$ cat src/rtl/dcmac_rx_pkg.sv
// Shared definitions for the DCMAC RX segmented stream path.
package dcmac_rx_pkg;

    localparam int SEG_W     = 128;
    localparam int TID_W     = 4;
    localparam int TUSER_W   = 3;

    // Per-segment tuser bit positions: {ENA,SOP,ERR}
    localparam int TUSER_ERR = 0;
    localparam int TUSER_SOP = 1;
    localparam int TUSER_ENA = 2;

    typedef enum logic {
        IDLE = 1'b0,
        BUSY = 1'b1
    } arb_state_t;

endpackage

$ cat src/rtl/axis_seg_reg_slice.sv
// Output register for the merged segmented stream. A beat is loaded whenever
// the slot is empty or being drained; when nothing is offered on a load the
// slot goes empty and the payload is simply left as it was.
module axis_seg_reg_slice
    import dcmac_rx_pkg::*;
#(
    parameter int SEG_COUNT = 2
)
(
    input  logic                         clk,
    input  logic                         resetn,
    input  logic                         load,
    input  logic                         in_valid,
    input  logic                         in_port,
    input  logic [SEG_COUNT*SEG_W-1:0]   in_tdata,
    input  logic [SEG_COUNT*TID_W-1:0]   in_tid,
    input  logic [SEG_COUNT*TUSER_W-1:0] in_tuser,
    input  logic [SEG_COUNT-1:0]         in_tlast,
    output logic [SEG_COUNT*SEG_W-1:0]   out_tdata,
    output logic [SEG_COUNT*TID_W-1:0]   out_tid,
    output logic [SEG_COUNT*TUSER_W-1:0] out_tuser,
    output logic [SEG_COUNT-1:0]         out_tlast,
    output logic                         out_tport,
    output logic                         out_tvalid
);

    // Load a new beat (or an empty slot) whenever the downstream can take it
    always_ff @(posedge clk or negedge resetn) begin
        if (!resetn) begin
            out_tvalid <= 1'b0;
            out_tport  <= 1'b0;
            out_tdata  <= '0;
            out_tid    <= '0;
            out_tuser  <= '0;
            out_tlast  <= '0;
        end else if (load) begin
            out_tvalid <= in_valid;
            out_tport  <= in_port;
            if (in_valid) begin
                out_tdata <= in_tdata;
                out_tid   <= in_tid;
                out_tuser <= in_tuser;
                out_tlast <= in_tlast;
            end
        end
    end

endmodule

$ cat src/rtl/dcmac_rx_port_arbiter.sv
// Packet-granular round-robin merge of two RX logical-port streams.
//
// state | meaning
// ------+-----------------------------------------------------------------
// IDLE  | no grant held; arbitrate combinationally on the current tvalids
// BUSY  | owner holds the grant until its EOP beat is accepted
module dcmac_rx_port_arbiter
    import dcmac_rx_pkg::*;
#(
    parameter int SEG_COUNT = 2,
    parameter int CNT_W     = 32
)
(
    input  logic                         clk,
    input  logic                         resetn,

    input  logic [SEG_COUNT*SEG_W-1:0]   in0_tdata,
    input  logic [SEG_COUNT*TID_W-1:0]   in0_tid,
    input  logic [SEG_COUNT*TUSER_W-1:0] in0_tuser,
    input  logic [SEG_COUNT-1:0]         in0_tlast,
    input  logic                         in0_tvalid,
    output logic                         in0_tready,

    input  logic [SEG_COUNT*SEG_W-1:0]   in1_tdata,
    input  logic [SEG_COUNT*TID_W-1:0]   in1_tid,
    input  logic [SEG_COUNT*TUSER_W-1:0] in1_tuser,
    input  logic [SEG_COUNT-1:0]         in1_tlast,
    input  logic                         in1_tvalid,
    output logic                         in1_tready,

    output logic [SEG_COUNT*SEG_W-1:0]   out_tdata,
    output logic [SEG_COUNT*TID_W-1:0]   out_tid,
    output logic [SEG_COUNT*TUSER_W-1:0] out_tuser,
    output logic [SEG_COUNT-1:0]         out_tlast,
    output logic                         out_tport,
    output logic                         out_tvalid,
    input  logic                         out_tready,

    output logic [CNT_W-1:0]             pkt_count0,
    output logic [CNT_W-1:0]             pkt_count1,
    output logic                         sop_err
);

    arb_state_t state_q, state_d;
    logic owner_q, owner_d;
    logic rr_last_q;
    logic first_q;

    logic load;
    logic arb_port;
    logic cur_owner;
    logic sel_valid;
    logic acc;
    logic eop;
    logic other_valid;

    logic [SEG_COUNT*SEG_W-1:0]   sel_tdata;
    logic [SEG_COUNT*TID_W-1:0]   sel_tid;
    logic [SEG_COUNT*TUSER_W-1:0] sel_tuser;
    logic [SEG_COUNT-1:0]         sel_tlast;

    assign load = !out_tvalid || out_tready;

    // Round-robin pick among the ports presenting a beat right now
    always_comb begin
        arb_port = 1'b0;
        if (in0_tvalid && in1_tvalid) begin
            arb_port = ~rr_last_q;
        end else if (in1_tvalid) begin
            arb_port = 1'b1;
        end
    end

    // In IDLE the pick drives tready directly, so a new packet never waits a cycle
    assign cur_owner = (state_q == IDLE) ? arb_port : owner_q;

    assign sel_tdata = cur_owner ? in1_tdata  : in0_tdata;
    assign sel_tid   = cur_owner ? in1_tid    : in0_tid;
    assign sel_tuser = cur_owner ? in1_tuser  : in0_tuser;
    assign sel_tlast = cur_owner ? in1_tlast  : in0_tlast;
    assign sel_valid = cur_owner ? in1_tvalid : in0_tvalid;

    assign in0_tready = load && !cur_owner;
    assign in1_tready = load &&  cur_owner;

    assign acc         = load && sel_valid;
    assign eop         = |sel_tlast;
    assign other_valid = owner_q ? in0_tvalid : in1_tvalid;

    // Next-state: hold the grant for a whole packet, re-arbitrate on its EOP
    always_comb begin
        state_d = state_q;
        owner_d = owner_q;
        case (state_q)
            IDLE: begin
                // a single-beat packet completes here and arbitration repeats next cycle
                if (acc && !eop) begin
                    state_d = BUSY;
                    owner_d = cur_owner;
                end
            end
            BUSY: begin
                if (acc && eop) begin
                    // The owner's tvalid at its EOP says nothing about a following
                    // packet, so only a waiting peer is granted directly; otherwise
                    // IDLE re-arbitrates next cycle on fresh tvalids, with no bubble.
                    if (other_valid) begin
                        owner_d = ~owner_q;
                    end else begin
                        state_d = IDLE;
                    end
                end
            end
            default: state_d = IDLE;
        endcase
    end

    // Grant state register
    always_ff @(posedge clk or negedge resetn) begin
        if (!resetn) begin
            state_q <= IDLE;
            owner_q <= 1'b0;
        end else begin
            state_q <= state_d;
            owner_q <= owner_d;
        end
    end

    // Packet bookkeeping on accepted beats: fairness pointer, counters, SOP check
    always_ff @(posedge clk or negedge resetn) begin
        if (!resetn) begin
            rr_last_q  <= 1'b1;
            first_q    <= 1'b1;
            pkt_count0 <= '0;
            pkt_count1 <= '0;
            sop_err    <= 1'b0;
        end else if (acc) begin
            first_q <= eop;
            if (first_q && !sel_tuser[TUSER_SOP]) begin
                sop_err <= 1'b1;
            end
            if (eop) begin
                rr_last_q <= cur_owner;
                if (cur_owner) begin
                    pkt_count1 <= pkt_count1 + CNT_W'(1);
                end else begin
                    pkt_count0 <= pkt_count0 + CNT_W'(1);
                end
            end
        end
    end

    axis_seg_reg_slice #(
        .SEG_COUNT (SEG_COUNT)
    ) u_out_slice (
        .clk        (clk),
        .resetn     (resetn),
        .load       (load),
        .in_valid   (acc),
        .in_port    (cur_owner),
        .in_tdata   (sel_tdata),
        .in_tid     (sel_tid),
        .in_tuser   (sel_tuser),
        .in_tlast   (sel_tlast),
        .out_tdata  (out_tdata),
        .out_tid    (out_tid),
        .out_tuser  (out_tuser),
        .out_tlast  (out_tlast),
        .out_tport  (out_tport),
        .out_tvalid (out_tvalid)
    );

endmodule

$ cat config.mk
export PLATFORM = sky130hd
export DESIGN_NAME = dcmac_rx_port_arbiter
export DESIGN_NICKNAME = d
export VERILOG_FILES = /design/src/rtl/dcmac_rx_pkg.sv /design/src/rtl/axis_seg_reg_slice.sv /design/src/rtl/dcmac_rx_port_arbiter.sv
export SDC_FILE = /design/constraint.sdc
export NUM_CORES = 1
export LEC_CHECK = 0
export BUFFER_PORTS_ARGS = -buffer_cell sky130_fd_sc_hd__buf_2
export CAP_MARGIN = 5
export CELL_PAD_IN_SITES_DETAIL_PLACEMENT = 1
export CELL_PAD_IN_SITES_GLOBAL_PLACEMENT = 2
export CORE_AREA = 4 4 349 351
export CTS_CLUSTER_SIZE = 16
export DETAILED_ROUTE_END_ITERATION = 10
export DIE_AREA = 0 0 353 355
export PLACE_DENSITY = 0.58
export SKIP_LAST_GASP = 1
export SYNTH_ARGS = -nofsm -noshare
export SYNTH_HDL_FRONTEND = slang
export SYNTH_SLANG_ARGS = --single-unit
$ cat constraint.sdc
create_clock -name clk -period 4.4 [get_ports clk]
set_input_delay 0.22 -clock clk [delete_from_list [all_inputs] [get_ports clk]]
set_output_delay 0.22 -clock clk [all_outputs]
set_load 0.01 [all_outputs]
Word level (Yosys, flattened, before mapping)
Index checks and enable logic that the tools add are counted.
- bits in registers: 343
- bits of input ports: 549
- output and inout port bits: 341
- logic and storage cells: 58
- $add $sub $neg: 2
- eq/ne operators: 3
- muxes and demuxes: 17
- bitwise operators: 4
- reduce and logical (&&, ||, !) cells: 19
- operators by type and width (cell ; number):
    $mux W256 ; 1
    $add A32 B1 Y32 const B ; 2
    $mux W1 ; 11
    $reduce_and A3 Y1 ; 3
    $mux W8 ; 1
    $logic_and A1 B1 Y1 ; 7
    $mux W6 ; 1
    $ne A2 B1 Y1 const B ; 3
    $reduce_and A2 Y1 ; 3
    $logic_not A1 Y1 ; 4
    $not A1 Y1 ; 4
    $pmux W1 S2 ; 2
    $mux W2 ; 1
    $reduce_or A2 Y1 ; 1
    $logic_or A1 B1 Y1 ; 1

Depth between registers and ports, before layout
Gate-level depths: netlist of the first run.
- depth in word-level cells: 9
- depth in mapped cells: 9
- mapped depth without buffers: 6

By module
A second synthesis of the first run with hierarchy kept.
- cell total of the unflattened synthesis: 1758
- area, all modules: 16996.3 µm²
- by module, submodules not included (module ; times used ; cells each ; area an instance (µm²) ; seq. area each (µm²)):
    axis_seg_reg_slice ; 1 ; 580 ; 10283.6 ; 6856.6
    dcmac_rx_port_arbiter ; 1 ; 1178 ; 6712.7 ; 1729.2

Worst setup path before layout of the first run
OpenSTA, ideal clock, no wires.
- path type: flip-flop to flip-flop
- from: register rr_last_q
- to: register pkt_count0[28]
- library setup time: 0.079 ns
- arrival: 1.965 ns
- required time: 4.321 ns
- setup slack: 2.356 ns
- stages on the path, launching flop included: 9
- buffers on the path: 3
- clock period less this slack: 2.044 ns
- cells stage by stage: dfstp_2 nand2_1 a21boi_1 buf_2 or4b_1 clkbuf_1 buf_6 nor4_2 xor2_1
- longest elaborated chain between the ends: 6
- elaborated cells on any way between the ends: 9
- those cells by class: mux (4); bitwise (2); reduce/logical (3)
- ends and longest elaborated chain (what ; line ; source):
    start: declaration ; dcmac_rx_port_arbiter.sv:46 ; logic rr_last_q;
    start signal: assignment ; dcmac_rx_port_arbiter.sv:143 ; rr_last_q <= cur_owner;
    $not A1 Y1 * ; dcmac_rx_port_arbiter.sv:68 ; arb_port = ~rr_last_q;
    $mux W1 * ; dcmac_rx_port_arbiter.sv:67 ; if (in0_tvalid && in1_tvalid) begin
    $mux W1 * ; dcmac_rx_port_arbiter.sv:75 ; assign cur_owner = (state_q == IDLE) ? arb_port : owner_q;
    $mux W2 or $mux W1 (tied branches) ; dcmac_rx_port_arbiter.sv:80, dcmac_rx_port_arbiter.sv:81 ;
    $reduce_or A2 Y1 or $logic_and A1 B1 Y1 (tied branches) ; dcmac_rx_port_arbiter.sv:87, dcmac_rx_port_arbiter.sv:86 ;
    $reduce_and A3 Y1 (no line) * ; n/a ;
    end signal: assignment ; dcmac_rx_port_arbiter.sv:147 ; pkt_count0 <= pkt_count0 + CNT_W'(1);
    end: declaration ; dcmac_rx_port_arbiter.sv:39 ; output logic [CNT_W-1:0] pkt_count0,
Every way passes the cells marked *; elsewhere a longest branch is shown, timed or not.
A chain may end at the register's enable or synchronous reset.

Worst setup path in the final report of the first run
- from: register state_q
- to: register u_out_slice.out_tdata[140]
- longest elaborated chain between the ends: 4
- elaborated cells on any way between the ends: 5
- those cells by class: mux (3); reduce/logical (2)
- ends and longest elaborated chain (what ; line ; source):
    start: declaration ; dcmac_rx_port_arbiter.sv:44 ; arb_state_t state_q, state_d;
    start signal: assignment ; dcmac_rx_port_arbiter.sv:124 ; state_q <= state_d;
    $mux W1 * ; dcmac_rx_port_arbiter.sv:75 ;
    $mux W1 ; dcmac_rx_port_arbiter.sv:81 ; assign sel_valid = cur_owner ? in1_tvalid : in0_tvalid;
    $logic_and A1 B1 Y1 ; dcmac_rx_port_arbiter.sv:86 ; assign acc = load && sel_valid;
    $reduce_and A2 Y1 (no line) ; n/a ;
    end signal: assignment ; axis_seg_reg_slice.sv:40 ; out_tdata <= in_tdata;
    end: declaration ; axis_seg_reg_slice.sv:19 ; output logic [SEG_COUNT*SEG_W-1:0] out_tdata,
Marked as above.

==> impl_summary.txt, run 1 <==
----------------------------------------------------
[Finish]
  Final instance count without filler cells ... 4479
  Most frequent standard cell in the layout excluding fill and tap cells ... buf_2
  Area of all placed cells without fillers ... 28780 um^2
  Final core area utilization ... 24.18%
  Commonest cells after routing, fill and taps aside ... buf_2 (888), dlygate4sd3_1 (523), dfrtp_1 (341), nand2_1 (297), mux2i_1 (274)
  Fraction of final layout cells sized beyond drive strength 1 ... 34.48%
  Fill cell count ... 13910
  Nets ... 3448
  Area delta synth->final ... 83.46%

[Detailed routing]
  DR pass1 iterations ... 4
  Post-Route WL ... 82.22 mm
  Routed length per instance ... 18.36 um
  Top routing layer in use ... met5
  Violation count after the first detailed-route iteration ... 632
  WL met1 ... 31.84 mm
  Routed vias/inst ... 3.695
  Antenna-violating nets left ... 0
  Vias ... 16550
  Remaining routing DRC violations ... 0
  Routed met3 length ... 5.720 mm
  Routed met2 length ... 41.03 mm

[Global route]
  Global router's overall resource usage ... 12.53%
  Remaining global-route overflow ... 0
  Number of antenna violations at the first check in global routing ... 10
  Vias in the first global route ... 18160
  Wire length of the first global-routing pass ... 119.2 mm
  Largest net degree at the start of global routing ... 96

[Worst setup path]
  Maximum fanout along the worst path ... 95
  Number of cells on the critical path ... 7
  CP bufs+invs ... 3
  Category of the most critical setup path ... flip-flop to flip-flop
  Worst path required time ... 4.86 ns
  CP top delay family ... buffers and inverters
  Delay of the slowest critical-path stage ... 0.59 ns
  CP Data Arrival Time ... 3.46 ns
  Crit path launch type ... flip-flop
  Crit path max-delay cell type ... dlygate4sd3_1
  Kind of end point of the critical path ... flip-flop
  Count of cells along the worst register-to-register path ... 7
  Most numerous cell on the critical path ... buf_12
  Ordered cell list for the critical path ... nand2_1, a21boi_4, buf_12, buf_12, mux2i_1, dlygate4sd3_1, o21ai_0

[Synth]
  Number of flops mapped to enable cells by yosys ... 0
  Area of the mapped netlist ... 15690 um^2
  Proportion of synthesized flip-flops having asynchronous set or reset ... 100.0%
  Syn nets ... 2051
  Post-synthesis cell type count ... 43
  Flip-flop cell with the highest count after synthesis ... dfrtp_1
  Gate Count Post-Synth ... 1500
  Post-synthesis sequential area ratio ... 54.73%
  Flip-flop and latch count after synthesis ... 343
  Post-Syn Area per Cell ... 10.46 um^2
  Yosys warning total ... 0

[Floorplan]
  Floorplan die height ... 355 um
  Initial core utilization ... 13.18%
  Top Ports ... 890
  Row Count ... 127
  Area of the core ... 119000 um^2
  Horizontal die dimension ... 353 um
  Total Die Area ... 125300 um^2

[Timing]
  Final setup TNS ... 0 ns
  Hold slack ... 0.03956 ns
  Actual slew at the worst max-slew pin ... 1.041 ns
  Final Hold Vio Count ... 0
  Clock Skews ... 0.02224 ns
  Fin worst setup slack ... 1.395 ns
  Final critical path time including I/O delays and setup ... 3.005 ns
  Max-slew headroom ... 30.02%
  Unrepaired setup endpoints after global routing ... false
  Count of final setup violators ... 0
  Final critical-path share of the clock period ... 68.30%
  Number of max-slew violations in the final report ... 0
  Maximum clock frequency ... 332.8 MHz

[Placement]
  Place WS ... 1.696 ns
  HPWL after DPL ... 64.11 mm
  Post-placement cell count ... 3875
  Quantity of I/O buffers inserted on ports ... 889
  Global placement routability congestion ... 0.8452
  Instance area after placement ... 22080 um^2

[Clocking]
  Number of H-tree branching levels ... 2
  Insertion delay of the later-clocked pin in the worst-skew pair ... 0.60 ns
  Post-CTS clock slew at the launch and capture registers of the worst setup and hold paths ... 0.06 ns
  Post-CTS resize count ... 0
  Total clock buffers created by CTS ... 45
  Clock root cell ... clkbuf_16
  CTS sink cnt ... 343
  Clock tree from TritonCTS ... done
  Max Root-Sink Buffers ... 3

[Min path]
  Worst hold path type ... primary input to flip-flop
  Worst hold stages ... 3

[Power]
  Overall power of the completed layout ... 16.84 mW
  Reported leakage power ... 14.58 nW
  VDD IR max ... 0.0003457 V
  Cell area power density ... 585.2 nW/um^2

[Outcome]
  Outcome ... completed

[Run]
  Maximum Capacitance Violations ... 0

----------------------------------------------------
-- worst min-delay path, delay by kind of cell --
family / cells / cell delay [ns]
muxes: 1 / 0.10
buffers and inverters: 1 / 0.08
AOI/OAI and AO/OA: 1 / 0.19
-- registers in the layout, indices dropped and copies added, names as in the netlist --
| signal | cells |
|---|---|
| u_out_slice.out_tdata | 256 |
| pkt_count0 | 32 |
| pkt_count1 | 32 |
| u_out_slice.out_tid | 8 |
| u_out_slice.out_tuser | 6 |
| u_out_slice.out_tlast | 2 |
| first_q | 1 |
| owner_q | 1 |
| rr_last_q | 1 |
| sop_err | 1 |
| state_q | 1 |
| u_out_slice.out_tport | 1 |
| u_out_slice.out_tvalid | 1 |
-- area by class of cell --
| class | count | area (um^2) | share of cell area, % |
|---|---|---|---|
| tap | 1548 | 1937 | 6.730 |
| inverter | 6 | 22.52 | 0.07826 |
| sequential | 343 | 8586 | 29.83 |
| antenna | 2 | 5.005 | 0.01739 |
| timing repair buffer | 1450 | 10090 | 35.07 |
| clock inverter | 12 | 141.4 | 0.4913 |
| clock buffer | 67 | 1319 | 4.583 |
| multi-input combinational | 1051 | 6675 | 23.20 |
-- layer usage --
layer / track usage [%] / vias to the layer above
met5: 0 / -
met4: 5.186 / 8
met3: 3.362 / 127
met2: 22.36 / 565
met1: 14.12 / 7857
li1: - / 7993
-- final timing paths --
path | endpoint | start | slack [ns]
min in group asynchronous | u_out_slice.out_tdata[47] | resetn | 0.27
max | u_out_slice.out_tdata[140] | state_q | 1.39
min reg2reg | first_q | first_q | 0.46
max in group asynchronous | u_out_slice.out_tdata[170] | resetn | 3.08
max reg2reg | u_out_slice.out_tdata[140] | state_q | 1.39
min | u_out_slice.out_tdata[7] | in1_tdata[7] | 0.04
-- cells by family (layout without fill, tap and decap cells) --
logic type                 Yosys count  in the layout  share of synthesized area [%]
other                                0              2                              0
DFF                                343            343                          54.73
adders and majority gates            2              2                         0.1595
AOI/OAI and AO/OA                  288            288                          9.372
and+or+nand+nor                    422            422                          11.76
buffers and inverters              106           1535                          2.816
muxes                              277            277                          17.70
xor gates and xnor gates            62             62                          3.462
-- synthesized netlist by cell type, types with 4 or more instances --
cell | n | area share (%)
nor4_1 | 5 | 0.20
xnor2_1 | 29 | 1.6
o21ai_0 | 250 | 8.0
nor3_1 | 14 | 0.45
inv_1 | 6 | 0.14
and3_1 | 9 | 0.36
and2_1 | 4 | 0.16
o21ai_1 | 28 | 0.89
clkbuf_1 | 61 | 1.5
mux2i_1 | 274 | 17
nand4_1 | 19 | 0.76
nor2_1 | 27 | 0.65
nand3_1 | 24 | 0.77
and4_1 | 4 | 0.22
xor2_1 | 33 | 1.8
buf_1 | 9 | 0.22
buf_2 | 29 | 0.93
nand2_1 | 297 | 7.1
nor4_2 | 5 | 0.40
dfrtp_1 | 341 | 54
-- report_power, final --
part           switching (mW)  leakage [nW]  total [mW]  internal (mW)
sequential              0.758          4.27        5.21           4.45
clock                    1.49         0.713        3.67           2.18
combinational            4.36          9.60        7.96           3.60
total                    6.61          14.6        16.8           10.2
-- what timing repair did --
| item | in CTS | in global routing |
|---|---|---|
| setup endpoints to repair | 0 | 0 |
| endpoints found under the hold margin | 356 | 1 |
| hold buffers | 522 | 1 |
| setup buffers | 0 | 0 |
Note: power is estimated with default switching activity, not from simulation.
==> run 2, diff against run 1 <==
Settings changed: CORE_AREA 4 4 349 351 to 4 4 346 348, DIE_AREA 0 0 353 355 to 0 0 350 352, PLACE_DENSITY 0.58 to 0.6.
Clock period 4.4 ns to 2.7 ns, I/O delays scaled along.
==> run 2 against run 1 <==
  * Critical path depth did not move
  * Global-route usage up 0.46 points
  * Sequential share of layout area fell by 0.42 points
  * Power grew 64%
  * Setup slack got worse by 1.3 ns
  * Cell count up 0.54%
  * Maximum frequency grew 17%
  * Clock power rose by 56%
  * Wire length up 3.4%
  * Worst hold slack got worse by 0.035 ns
  * Register-to-register slack lost 1.3 ns
  * Critical path type unchanged
==> impl_summary.txt, run 2 (synthesized netlist as in run 1, its figures left out) <==
----------------------------------------------------
[Outcome]
  Outcome ... completed

[Clocking]
  Clock root cell ... clkbuf_16
  Post-CTS clock slew at the launch and capture registers of the worst setup and hold paths ... 0.06 ns (about the same)
  CTS sink cnt ... 343 (unchanged)
  Total clock buffers created by CTS ... 44 (-2.2%)
  Max Root-Sink Buffers ... 3 (unchanged)
  Clock tree from TritonCTS ... done
  Number of H-tree branching levels ... 2 (unchanged)
  Insertion delay of the later-clocked pin in the worst-skew pair ... 0.59 ns (about the same)

[Timing]
  Max-slew headroom ... 50.53% (+21 points)
  Unrepaired setup endpoints after global routing ... true
  Number of max-slew violations in the final report ... 0 (unchanged)
  Actual slew at the worst max-slew pin ... 0.7394 ns (-0.3017 ns)
  Maximum clock frequency ... 387.7 MHz (+17%)
  Clock Skews ... 0.01805 ns (-0.004186 ns)
  Final critical path time including I/O delays and setup ... 2.579 ns (-0.4257 ns)
  Final critical-path share of the clock period ... 95.53% (+27 points)
  Final Hold Vio Count ... 0 (unchanged)
  Count of final setup violators ... 0 (unchanged)

[Worst setup path]
  Flop2flop setup slack ... 0.12 ns (-1.27 ns)
  Maximum fanout along the worst path ... 23 (-76%)
  Delay of the slowest critical-path stage ... 0.62 ns (+0.03 ns)
  Crit path launch type ... flip-flop
  Kind of end point of the critical path ... flip-flop
  Timing startpoint of the critical path ... rr_last_q
  FF-to-FF Start ... rr_last_q
  Endpoint of the worst register-to-register path ... u_out_slice.out_tdata[16]
  Category of the most critical setup path ... flip-flop to flip-flop
  Ordered cell list for the critical path ... nand2_1, a21boi_4, buf_12, buf_4, mux2i_1, dlygate4sd3_1, o21ai_0
  Count of cells along the worst register-to-register path ... 7 (unchanged)
  CP endpoint ... u_out_slice.out_tdata[16]
  Worst path required time ... 3.16 ns (-1.70 ns)
  CP Data Arrival Time ... 3.04 ns (-0.42 ns)
  Crit path max-delay cell type ... dlygate4sd3_1

[Power]
  Cell area power density ... 946.5 nW/um^2 (+62%)
  Reported leakage power ... 14.80 nW (+1.5%)
  Overall power of the completed layout ... 27.62 mW (+64%)
  VDD IR max ... 0.0004932 V (+43%)

[Finish]
  Max reg flops ... 256 (unchanged)
  Commonest cells after routing, fill and taps aside ... buf_2 (888), dlygate4sd3_1 (542), dfrtp_1 (341), nand2_1 (297), mux2i_1 (274)
  Area delta synth->final ... 86.06%
  Nets ... 3493 (+1.3%)
  Most frequent standard cell in the layout excluding fill and tap cells ... buf_2
  Final core area utilization ... 25.12% (+0.94 points)
  Top reg by flops ... u_out_slice.out_tdata
  Top flop regs ... u_out_slice.out_tdata (256), pkt_count0 (32), pkt_count1 (32)
  Fraction of final layout cells sized beyond drive strength 1 ... 34.59% (+0.11 points)

[Detailed routing]
  Vias ... 16860 (+1.9%)
  Routed vias/inst ... 3.745 (+1.4%)
  Antenna-violating nets left ... 0 (unchanged)
  Routed length per instance ... 18.88 um (+2.8%)
  Post-Route WL ... 85.01 mm (+3.4%)
  DR pass1 iterations ... 4 (unchanged)
  Remaining routing DRC violations ... 0 (unchanged)
  Violation count after the first detailed-route iteration ... 591 (-6.5%)

[Run]
  Maximum Capacitance Violations ... 0 (unchanged)

[Placement]
  Quantity of I/O buffers inserted on ports ... 889 (unchanged)
  Global placement routability congestion ... 0.8061 (-4.6%)
  HPWL after DPL ... 64.16 mm (about the same)

[Floorplan]
  Top Ports ... 890 (unchanged)
  Row Count ... 125 (-1.6%)
  Total Die Area ... 123200 um^2 (-1.7%)
  Initial core utilization ... 13.50% (+0.32 points)
  Floorplan die height ... 352 um (-0.85%)
  Horizontal die dimension ... 350 um (-0.85%)
  Area of the core ... 116200 um^2 (-2.4%)

[Global route]
  Remaining global-route overflow ... 0 (unchanged)
  Global router's overall resource usage ... 12.98% (+0.46 points)
  Number of antenna violations at the first check in global routing ... 8 (-2)
  Largest net degree at the start of global routing ... 89 (-7.3%)
  Wire length of the first global-routing pass ... 121.0 mm (+1.5%)
  Vias in the first global route ... 18710 (+3.1%)

[Min path]
  Worst hold path type ... primary input to flip-flop

----------------------------------------------------
## run 2: changes by cell type in the layout (fill, tap and decap cells not counted), sizes merged
| cell | before | now |
|---|---|---|
| diode | 2 | 4 |
| bufinv | 2 | 1 |
| dlygate4sd3 | 523 | 542 |
| inv | 7 | 6 |
| clkbuf | 67 | 75 |
| buf | 927 | 951 |
| clkinv | 7 | 6 |
| clkinvlp | 2 | 0 |
## run 2: worst min-delay path by stage
stage / from / end / slack, ns / cells past startpoint
6_report: in1_tdata[56] / u_out_slice.out_tdata[56] / 0.004 / 3
5_1_grt: in1_tdata[56] / u_out_slice.out_tdata[56] / 0.01 / 3
4_1_cts: in1_tid[0] / u_out_slice.out_tid[0] / 0.002 / 3
3_5_place_dp: resetn / u_out_slice.out_tdata[45] / 0.19 / 1
3_3_place_gp: resetn / u_out_slice.out_tdata[45] / 0.19 / 1
2_1_floorplan: resetn / owner_q / -0.16 / 0
## run 2: repair_timing
| item | CTS | global route |
|---|---|---|
| setup buffers | 0 | 2 |
| resized for setup | 0 | 5 |
| pin swaps | 0 | 1 |
| endpoints found under the setup margin | 1 | 97 |
| hold buffers | 542 | 0 |
| hold endpoints to repair | 325 | 0 |
| cloned | 0 | 4 |
## run 2: through the flow
step	hold WS, ns	std cells	instance area, um^2	setup slack, ns	setup TNS, ns
6_report	0.004214	4503	29190	0.1206	0
5_1_grt	0.01453	4502	29180	-0.04519	-0.1405
4_1_cts	0.002236	4493	29060	0.02684	0
3_5_place_dp	0.1936	3873	22280	0.4914	0
3_3_place_gp	0.1893	3873	22280	0.4944	0
2_1_floorplan	-0.1606	1500	15690	0.6563	0
## run 2: where the power goes
part	total, mW	switching [mW]	leakage, nW	internal, mW
sequential	8.56	1.30	4.27	7.26
clock	5.72	2.34	0.672	3.38
combinational	13.3	7.35	9.86	6.00
## run 2: final cells by class
cell class,instances,area (um^2)
clock inverter,7,60.06
tap,1524,1907
fill,13620,87020
multi-input combinational,1051,6675
inverter,6,22.52
sequential,343,8586
antenna,4,10.01
clock buffer,72,1308
timing repair buffer,1496,10620
## run 2: critical path: cells and delay by family, from the launching register on
kind                   cells  cell delay [ns]
buffers and inverters      3             1.12
muxes                      1             0.30
and+or+nand+nor            1             0.12
DFF                        1             0.53
AOI/OAI and AO/OA          2             0.35
## run 2: layer usage
metal | GRT usage (%) | vias to the layer above | routed length [um]
met5 | 0 | - | 13
met4 | 5.783 | 2 | 3936
met3 | 4.283 | 147 | 6940
met2 | 22.93 | 602 | 41870
met1 | 14.06 | 8036 | 32260
li1 | - | 8077 | -
